--- src/rtl/i2c_txn_sequencer_if.sv ---
// i2c_txn_sequencer_if: user command/response handshake plus the control, data and status lines
// exchanged with the I2C master. The sequencer uses the master modport; the environment uses slave.
interface i2c_txn_sequencer_if;
    logic        Cmd_valid, Cmd_ready;
    logic [1:0]  Cmd_op;
    logic [7:0]  Cmd_ptr;
    logic [15:0] Cmd_wdata;
    logic        Resp_valid, Resp_ready;
    logic [15:0] Resp_data;
    logic [1:0]  Resp_code;
    logic        Start, R_W, Set_pointer, Return;
    logic [7:0]  Pointer, Wdata_msb, Wdata_lsb;
    logic        Ready, Repeat, Data_valid, Error;
    logic [7:0]  Data_rd;
    modport master (
        input  Cmd_valid, Cmd_op, Cmd_ptr, Cmd_wdata, Resp_ready,
               Ready, Repeat, Data_valid, Error, Data_rd,
        output Cmd_ready, Resp_valid, Resp_data, Resp_code,
               Start, R_W, Pointer, Set_pointer, Return, Wdata_msb, Wdata_lsb
    );
    modport slave (
        output Cmd_valid, Cmd_op, Cmd_ptr, Cmd_wdata, Resp_ready,
               Ready, Repeat, Data_valid, Error, Data_rd,
        input  Cmd_ready, Resp_valid, Resp_data, Resp_code,
               Start, R_W, Pointer, Set_pointer, Return, Wdata_msb, Wdata_lsb
    );
endinterface

--- src/rtl/i2c_txn_sequencer.sv ---
// i2c_txn_sequencer: turns one register-access command at a time into Start/R_W/Pointer/
// Set_pointer/Return sequencing for the I2C master and returns one response per command.
module i2c_txn_sequencer #(
    parameter int TIMEOUT_CYCLES = 4096
) (
    input logic                 Clk,
    input logic                 Rst,
    i2c_txn_sequencer_if.master bus
);
    typedef enum logic [2:0] {S_IDLE, S_LAUNCH, S_BUSY, S_RETURN, S_RESP} state_t;
    state_t      state_q, state_d;
    logic [7:0]  ptr_q, ptr_d, wmsb_q, wmsb_d, wlsb_q, wlsb_d;
    logic        rw_q, rw_d, setp_q, setp_d, start_q, start_d, ret_q, ret_d;
    logic        rd_q, rd_d, two_q, two_d, err_q, err_d, dv_q;
    logic [1:0]  cnt_q, cnt_d, code_q, code_d, need;
    logic [15:0] cap_q, cap_d, data_q, data_d, tmo_q, tmo_d;
    logic        active, capture, expired;

    assign bus.Cmd_ready   = (state_q == S_IDLE) & bus.Ready & ~Rst;
    assign bus.Resp_valid  = state_q == S_RESP;
    assign bus.Resp_data   = data_q;
    assign bus.Resp_code   = code_q;
    assign bus.Start       = start_q;
    assign bus.R_W         = rw_q;
    assign bus.Pointer     = ptr_q;
    assign bus.Set_pointer = setp_q;
    assign bus.Return      = ret_q;
    assign bus.Wdata_msb   = wmsb_q;
    assign bus.Wdata_lsb   = wlsb_q;

    assign need    = two_q ? 2'd2 : 2'd1;
    assign active  = state_q inside {S_LAUNCH, S_BUSY, S_RETURN};
    assign capture = (state_q == S_BUSY) & bus.Data_valid & ~dv_q & (cnt_q < need);
    assign expired = active & (tmo_q == 16'(TIMEOUT_CYCLES - 1));

    always_comb begin
        state_d = state_q;
        ptr_d   = ptr_q;
        wmsb_d  = wmsb_q;
        wlsb_d  = wlsb_q;
        rw_d    = rw_q;
        setp_d  = setp_q;
        start_d = start_q;
        ret_d   = ret_q;
        rd_d    = rd_q;
        two_d   = two_q;
        code_d  = code_q;
        data_d  = data_q;
        tmo_d   = active ? tmo_q + 16'd1 : tmo_q;
        cap_d   = capture ? (cnt_q == 2'd0 ? {bus.Data_rd, cap_q[7:0]} : {cap_q[15:8], bus.Data_rd}) : cap_q;
        cnt_d   = capture ? cnt_q + 2'd1 : cnt_q;
        err_d   = err_q | ((state_q == S_BUSY) & bus.Error);
        // A timeout pre-empts every other decision, including a simultaneous Ready.
        if (expired) begin
            state_d = S_RESP;
            start_d = 1'b0;
            ret_d   = 1'b0;
            code_d  = 2'b11;
            data_d  = 16'h0000;
        end else begin
            case (state_q)
                S_IDLE: if (bus.Cmd_valid & bus.Cmd_ready) begin
                    ptr_d   = bus.Cmd_ptr;
                    wmsb_d  = bus.Cmd_wdata[15:8];
                    wlsb_d  = bus.Cmd_wdata[7:0];
                    two_d   = bus.Cmd_ptr[1:0] != 2'b01;
                    rd_d    = bus.Cmd_op[1] ^ bus.Cmd_op[0];
                    rw_d    = bus.Cmd_op == 2'b10;
                    setp_d  = bus.Cmd_op == 2'b01;
                    start_d = bus.Cmd_op != 2'b11;
                    state_d = bus.Cmd_op == 2'b11 ? S_RESP : S_LAUNCH;
                    cnt_d   = 2'd0;
                    cap_d   = 16'h0000;
                    tmo_d   = 16'h0000;
                    err_d   = 1'b0;
                    code_d  = 2'b11;
                    data_d  = 16'h0000;
                end
                S_LAUNCH: if (!bus.Ready) begin
                    start_d = 1'b0;
                    state_d = S_BUSY;
                end
                S_BUSY: if (bus.Repeat & setp_q) begin
                    state_d = S_RETURN;
                    ret_d   = 1'b1;
                    rw_d    = 1'b1;
                    setp_d  = 1'b0;
                end else if (bus.Ready) begin
                    state_d = S_RESP;
                    code_d  = err_d ? 2'b10 : (rd_q & (cnt_d < need)) ? 2'b01 : 2'b00;
                    data_d  = !rd_q ? 16'h0000 : two_q ? cap_d : {8'h00, cap_d[15:8]};
                end
                S_RETURN: if (!bus.Repeat) begin
                    ret_d   = 1'b0;
                    state_d = S_BUSY;
                end
                S_RESP: if (bus.Resp_ready) state_d = S_IDLE;
                default: state_d = S_IDLE;
            endcase
        end
    end

    always_ff @(posedge Clk or posedge Rst) begin
        if (Rst) begin
            state_q <= S_IDLE;
            ptr_q   <= '0;
            wmsb_q  <= '0;
            wlsb_q  <= '0;
            rw_q    <= 1'b0;
            setp_q  <= 1'b0;
            start_q <= 1'b0;
            ret_q   <= 1'b0;
            rd_q    <= 1'b0;
            two_q   <= 1'b0;
            err_q   <= 1'b0;
            dv_q    <= 1'b0;
            cnt_q   <= '0;
            code_q  <= '0;
            cap_q   <= '0;
            data_q  <= '0;
            tmo_q   <= '0;
        end else begin
            state_q <= state_d;
            ptr_q   <= ptr_d;
            wmsb_q  <= wmsb_d;
            wlsb_q  <= wlsb_d;
            rw_q    <= rw_d;
            setp_q  <= setp_d;
            start_q <= start_d;
            ret_q   <= ret_d;
            rd_q    <= rd_d;
            two_q   <= two_d;
            err_q   <= err_d;
            dv_q    <= bus.Data_valid;
            cnt_q   <= cnt_d;
            code_q  <= code_d;
            cap_q   <= cap_d;
            data_q  <= data_d;
            tmo_q   <= tmo_d;
        end
    end
endmodule

--- src/flat_wrapper.sv ---
// flat-port wrapper written by rule: the top's interface ports become plain ports
module i2c_txn_sequencer_flat 
#(
    parameter int TIMEOUT_CYCLES = 4096
)
  (Clk, Rst, bus_Cmd_valid, bus_Cmd_op, bus_Cmd_ptr, bus_Cmd_wdata, bus_Resp_ready, bus_Ready, bus_Repeat, bus_Data_valid, bus_Error, bus_Data_rd, bus_Cmd_ready, bus_Resp_valid, bus_Resp_data, bus_Resp_code, bus_Start, bus_R_W, bus_Pointer, bus_Set_pointer, bus_Return, bus_Wdata_msb, bus_Wdata_lsb);
  i2c_txn_sequencer_if bus_i ();
  input logic Clk;
  input logic Rst;
  input wire logic [$bits(bus_i.Cmd_valid)-1:0] bus_Cmd_valid;
  input wire logic [$bits(bus_i.Cmd_op)-1:0] bus_Cmd_op;
  input wire logic [$bits(bus_i.Cmd_ptr)-1:0] bus_Cmd_ptr;
  input wire logic [$bits(bus_i.Cmd_wdata)-1:0] bus_Cmd_wdata;
  input wire logic [$bits(bus_i.Resp_ready)-1:0] bus_Resp_ready;
  input wire logic [$bits(bus_i.Ready)-1:0] bus_Ready;
  input wire logic [$bits(bus_i.Repeat)-1:0] bus_Repeat;
  input wire logic [$bits(bus_i.Data_valid)-1:0] bus_Data_valid;
  input wire logic [$bits(bus_i.Error)-1:0] bus_Error;
  input wire logic [$bits(bus_i.Data_rd)-1:0] bus_Data_rd;
  output wire logic [$bits(bus_i.Cmd_ready)-1:0] bus_Cmd_ready;
  output wire logic [$bits(bus_i.Resp_valid)-1:0] bus_Resp_valid;
  output wire logic [$bits(bus_i.Resp_data)-1:0] bus_Resp_data;
  output wire logic [$bits(bus_i.Resp_code)-1:0] bus_Resp_code;
  output wire logic [$bits(bus_i.Start)-1:0] bus_Start;
  output wire logic [$bits(bus_i.R_W)-1:0] bus_R_W;
  output wire logic [$bits(bus_i.Pointer)-1:0] bus_Pointer;
  output wire logic [$bits(bus_i.Set_pointer)-1:0] bus_Set_pointer;
  output wire logic [$bits(bus_i.Return)-1:0] bus_Return;
  output wire logic [$bits(bus_i.Wdata_msb)-1:0] bus_Wdata_msb;
  output wire logic [$bits(bus_i.Wdata_lsb)-1:0] bus_Wdata_lsb;
  assign bus_i.Cmd_valid = bus_Cmd_valid;
  assign bus_i.Cmd_op = bus_Cmd_op;
  assign bus_i.Cmd_ptr = bus_Cmd_ptr;
  assign bus_i.Cmd_wdata = bus_Cmd_wdata;
  assign bus_i.Resp_ready = bus_Resp_ready;
  assign bus_i.Ready = bus_Ready;
  assign bus_i.Repeat = bus_Repeat;
  assign bus_i.Data_valid = bus_Data_valid;
  assign bus_i.Error = bus_Error;
  assign bus_i.Data_rd = bus_Data_rd;
  assign bus_Cmd_ready = bus_i.Cmd_ready;
  assign bus_Resp_valid = bus_i.Resp_valid;
  assign bus_Resp_data = bus_i.Resp_data;
  assign bus_Resp_code = bus_i.Resp_code;
  assign bus_Start = bus_i.Start;
  assign bus_R_W = bus_i.R_W;
  assign bus_Pointer = bus_i.Pointer;
  assign bus_Set_pointer = bus_i.Set_pointer;
  assign bus_Return = bus_i.Return;
  assign bus_Wdata_msb = bus_i.Wdata_msb;
  assign bus_Wdata_lsb = bus_i.Wdata_lsb;
  i2c_txn_sequencer #(.TIMEOUT_CYCLES(TIMEOUT_CYCLES)) u_core (.Clk(Clk), .Rst(Rst), .bus(bus_i));
endmodule
--- config.mk ---
export PLATFORM = sky130hd
export DESIGN_NAME = i2c_txn_sequencer_flat
export DESIGN_NICKNAME = d
export VERILOG_FILES = /design/src/rtl/i2c_txn_sequencer_if.sv /design/src/rtl/i2c_txn_sequencer.sv /design/src/flat_wrapper.sv
export SDC_FILE = /design/constraint.sdc
export NUM_CORES = 1
export LEC_CHECK = 0
export CAP_MARGIN = 20
export CELL_PAD_IN_SITES_DETAIL_PLACEMENT = 0
export CELL_PAD_IN_SITES_GLOBAL_PLACEMENT = 1
export CORE_MARGIN = 2
export CORE_UTILIZATION = 35
export CTS_BUF_LIST = sky130_fd_sc_hd__clkbuf_8
export DETAILED_ROUTE_END_ITERATION = 12
export PLACE_DENSITY = 0.73
export RECOVER_POWER = 50
export SYNTH_ARGS = -nofsm -noshare
export SYNTH_HDL_FRONTEND = slang
export SYNTH_SLANG_ARGS = --single-unit
export TNS_END_PERCENT = 5
--- constraint.sdc ---
create_clock -name Clk -period 6.6 [get_ports Clk]
set_input_delay 1.32 -clock Clk [delete_from_list [all_inputs] [get_ports Clk]]
set_output_delay 1.32 -clock Clk [all_outputs]
set_load 0.05 [all_outputs]
==> results.toml <==
[run_status]
status = "finished with violations"
failed_checks = "capacitance limit, slew limit"

[die]
rows = 39
die_x_um = 113.3
die_h_um = 113.3
dieArea_um2 = 12840
start_util_pct = 36.17
core_area_um2 = 11560
io_pins = 90

[logic_synthesis]
synthTopCellsByCount = "87 x dfrtp_1, 82 x nand2_1, 39 x nor2_1"
ys_warn_count = 0
ys_dominant_reg_cell = "dfrtp_1"
synth-seq-area-share_pct = 52.05
synth.most_common_cell = "dfrtp_1"
synth.net_count = 474
syn-cell-area_um2 = 4183
synth-seq-cells = 87
syn_area_per_cell_um2 = 9.842
synth_edf_count = 0
yosysTopAreaCell = "dfrtp_1"
synth_cells = 425
synth_top_area_share_pct = 52.05
synthArstFlopShare_pct = 100.0
synth_cell_types = 55
synthTopCellsByArea = "dfrtp_1 52%, nand2_1 7.4%, mux2i_1 4.8%, nor2_1 3.5%, ha_1 2.1%"

[finish]
area_growth_pct = 29.20
diodes = 0
drive_gt1_share_pct = 7.059
layout.nets = 554
fillerInstances = 1081

[global_routing]
grt_overflow = 0
grt_max_degree = 72
grt_first_pass_wirelength_um = 17090
grt_pass1_vias = 3341
track_usage_pct = 16.71
antenna_found_initial = 0

[pwr]
peakVddDrop_mv = 0.2266
finalPower_mw = 2.333
power_density_nw_per_um2 = 431.8
p_leak_nw = 2.551

[routing]
drc = 0
dr.pass1.iters = 5
ant_nets = 0
viasPerCell = 5.172
drtIter0Drc = 199
num_vias = 3377
wire_per_inst_um = 16.18
drt-total-wl_um = 10570

[clock_network]
htree_levels = 3
cts_tree = "built"
clkTransAtPathRegs_ps = 80
holdBufCountCts = 0
insertion_delay_ps = 370
cts-resized-gates = 0
clockBufferDepth = 2
cts_root_buf = "clkbuf_8"
clock_sinks = 87
cts_inserted_buffers = 9
postCtsSetupRepairBufs = 0

[sta]
min_period_ps = 4411
min_period_over_period_pct = 66.84
tightest_slew_ps = 2007
final.setup.tns_ps = 0
finalSetupViolCount = 0
max_slew_margin_pct = -35.07
clock_skew_ps = 15.02
finalHoldViolations = 0
slew_viol_final = 116
rsz0062_at_grt = "no"
clock.fmax_ghz = 0.2267

[placed_design]
dp_hpwl_um = 7186
port-buffer-count = 89
place_congestion = 0.7684

[critical_path]
cp_common_cell = "clkdlybuf4s50_1"
startpoint_type = "input port"
path_class = "in -> out"
worstPathRequired_ps = 5280
cp_top_family = "buffers and inverters"
end_kind = "output port"
cp_slowest_cell = "clkdlybuf4s50_1"
crit_arrival_ps = 3090
crit_chain = "clkdlybuf4s50_1 > nand2b_1 > nor4_1 > clkdlybuf4s50_1"
crit_fanout = 7
worst-path-buf-inv = 2
max_stage_delay_ps = 850

[worst_hold_path]
hp-class = "reg -> reg"

[flow_run]
drv_cap = 3
## metrics by stage
stage / utilization, % / worst slack (ps) / std cells / cell area, um^2 / hold slack [ps]
final: 46.73 / 2189 / 653 / 5404 / 475.3
after global routing: 46.73 / 2112 / 653 / 5404 / 492.8
after detailed placement: 44.77 / 2175 / 637 / 5177 / 464.1
after floorplan: - / 2419 / 425 / 4183 / 446.8
after CTS: 46.88 / 2182 / 653 / 5421 / 483.1
after global placement: 44.77 / 2237 / 637 / 5177 / 458.1
## area by class of cell
class | instances | area (um^2) | area share [%]
Inverter | 17 | 65.06 | 1.204
Sequential cell | 87 | 2177 | 40.29
Timing Repair Buffer | 91 | 903.4 | 16.72
Multi-Input combinational cell | 299 | 1836 | 33.97
Tap cell | 143 | 178.9 | 3.311
Clock buffer | 9 | 123.9 | 2.292
Clock inverter | 7 | 120.1 | 2.223
## layer usage
metal	vias up	routed length, um	track usage [%]
met5	-	0	0
met1	1650	4799	21.88
li1	1640	-	-
met3	11	390	4.124
met2	76	5241	27.74
met4	0	137	4.553
## layout by cell type, fill, tap and decap left out, types with 3 or more instances in the layout
cell type        count
nor2_1              38
nand2b_1             9
nor3b_1             11
o31ai_1              9
inv_1               16
clkbuf_8             9
o22ai_1             10
o2bb2ai_1            9
a21oi_1              7
dlygate4sd3_1       13
nand4_1              4
or3_1                4
clkdlybuf4s50_1     76
a22o_2               7
dfrtp_1             87
nand3_1              8
nor3_1               7
and3_1               5
a221oi_1             7
o21ai_0             13
nor4_1               3
xor2_1               4
xnor2_1              4
nand2_1             82
bufinv_16            3
mux2i_1             20
ha_1                 7
## flip-flops by register name, indices dropped and copies added (netlist names)
name	cells
u_core.tmo_q	16
u_core.cnt_q	2
u_core.bus.Resp_data	16
u_core.bus.R_W	1
u_core.bus.Set_pointer	1
u_core.bus.Return	1
u_core.bus.Resp_code	2
u_core.err_q	1
u_core.dv_q	1
u_core.bus.Pointer	8
u_core.cap_q	16
u_core.state_q	3
u_core.bus.Wdata_msb	8
u_core.rd_q	1
u_core.bus.Wdata_lsb	8
u_core.two_q	1
u_core.bus.Start	1
## worst paths after layout
check / from / endpoint / slack [ps] / depth (start not counted)
hold / removal: u_core.bus.Wdata_msb[1]$_DFFE_PP0P_ / u_core.bus.Wdata_msb[1]$_DFFE_PP0P_ / 480 / 2
hold reg to reg: u_core.bus.Wdata_msb[1]$_DFFE_PP0P_ / u_core.bus.Wdata_msb[1]$_DFFE_PP0P_ / 480 / 2
setup / recovery: bus_Ready / bus_Cmd_ready / 2190 / 4
min in group asynchronous: Rst / u_core.bus.Resp_data[7]$_DFFE_PP0P_ / 1560 / 2
max in group asynchronous: Rst / u_core.tmo_q[13]$_DFF_PP0_ / 2920 / 3
setup reg to reg: u_core.two_q$_DFFE_PP0P_ / u_core.bus.Resp_data[6]$_DFFE_PP0P_ / 2860 / 7
## cell families after synthesis
family / Yosys count / synth area share, %
multiplexers: 21 / 5.055
AND/OR/NAND/NOR: 190 / 22.64
AO/OA/AOI/OAI: 73 / 12.59
flip-flops: 87 / 52.05
XOR/XNOR: 8 / 1.675
buffers and inverters: 39 / 3.889
adder cells (fa/ha/maj): 7 / 2.094
## worst register-to-register path: stages (launching register included)
cell and delay, ps:
dfrtp_1 960, inv_1 310, ha_1 280, nor3b_1 530, nand4_1 750, mux2i_1 470
mux2i_1 120, a22o_2 210
## report_power, final
part           internal (mW)  leakage (nW)  switching [mW]
Clock                  0.253         0.120           0.200
Sequential             0.691          1.14           0.145
Combinational          0.370          1.29           0.675
(Power assumes the default switching activity.)
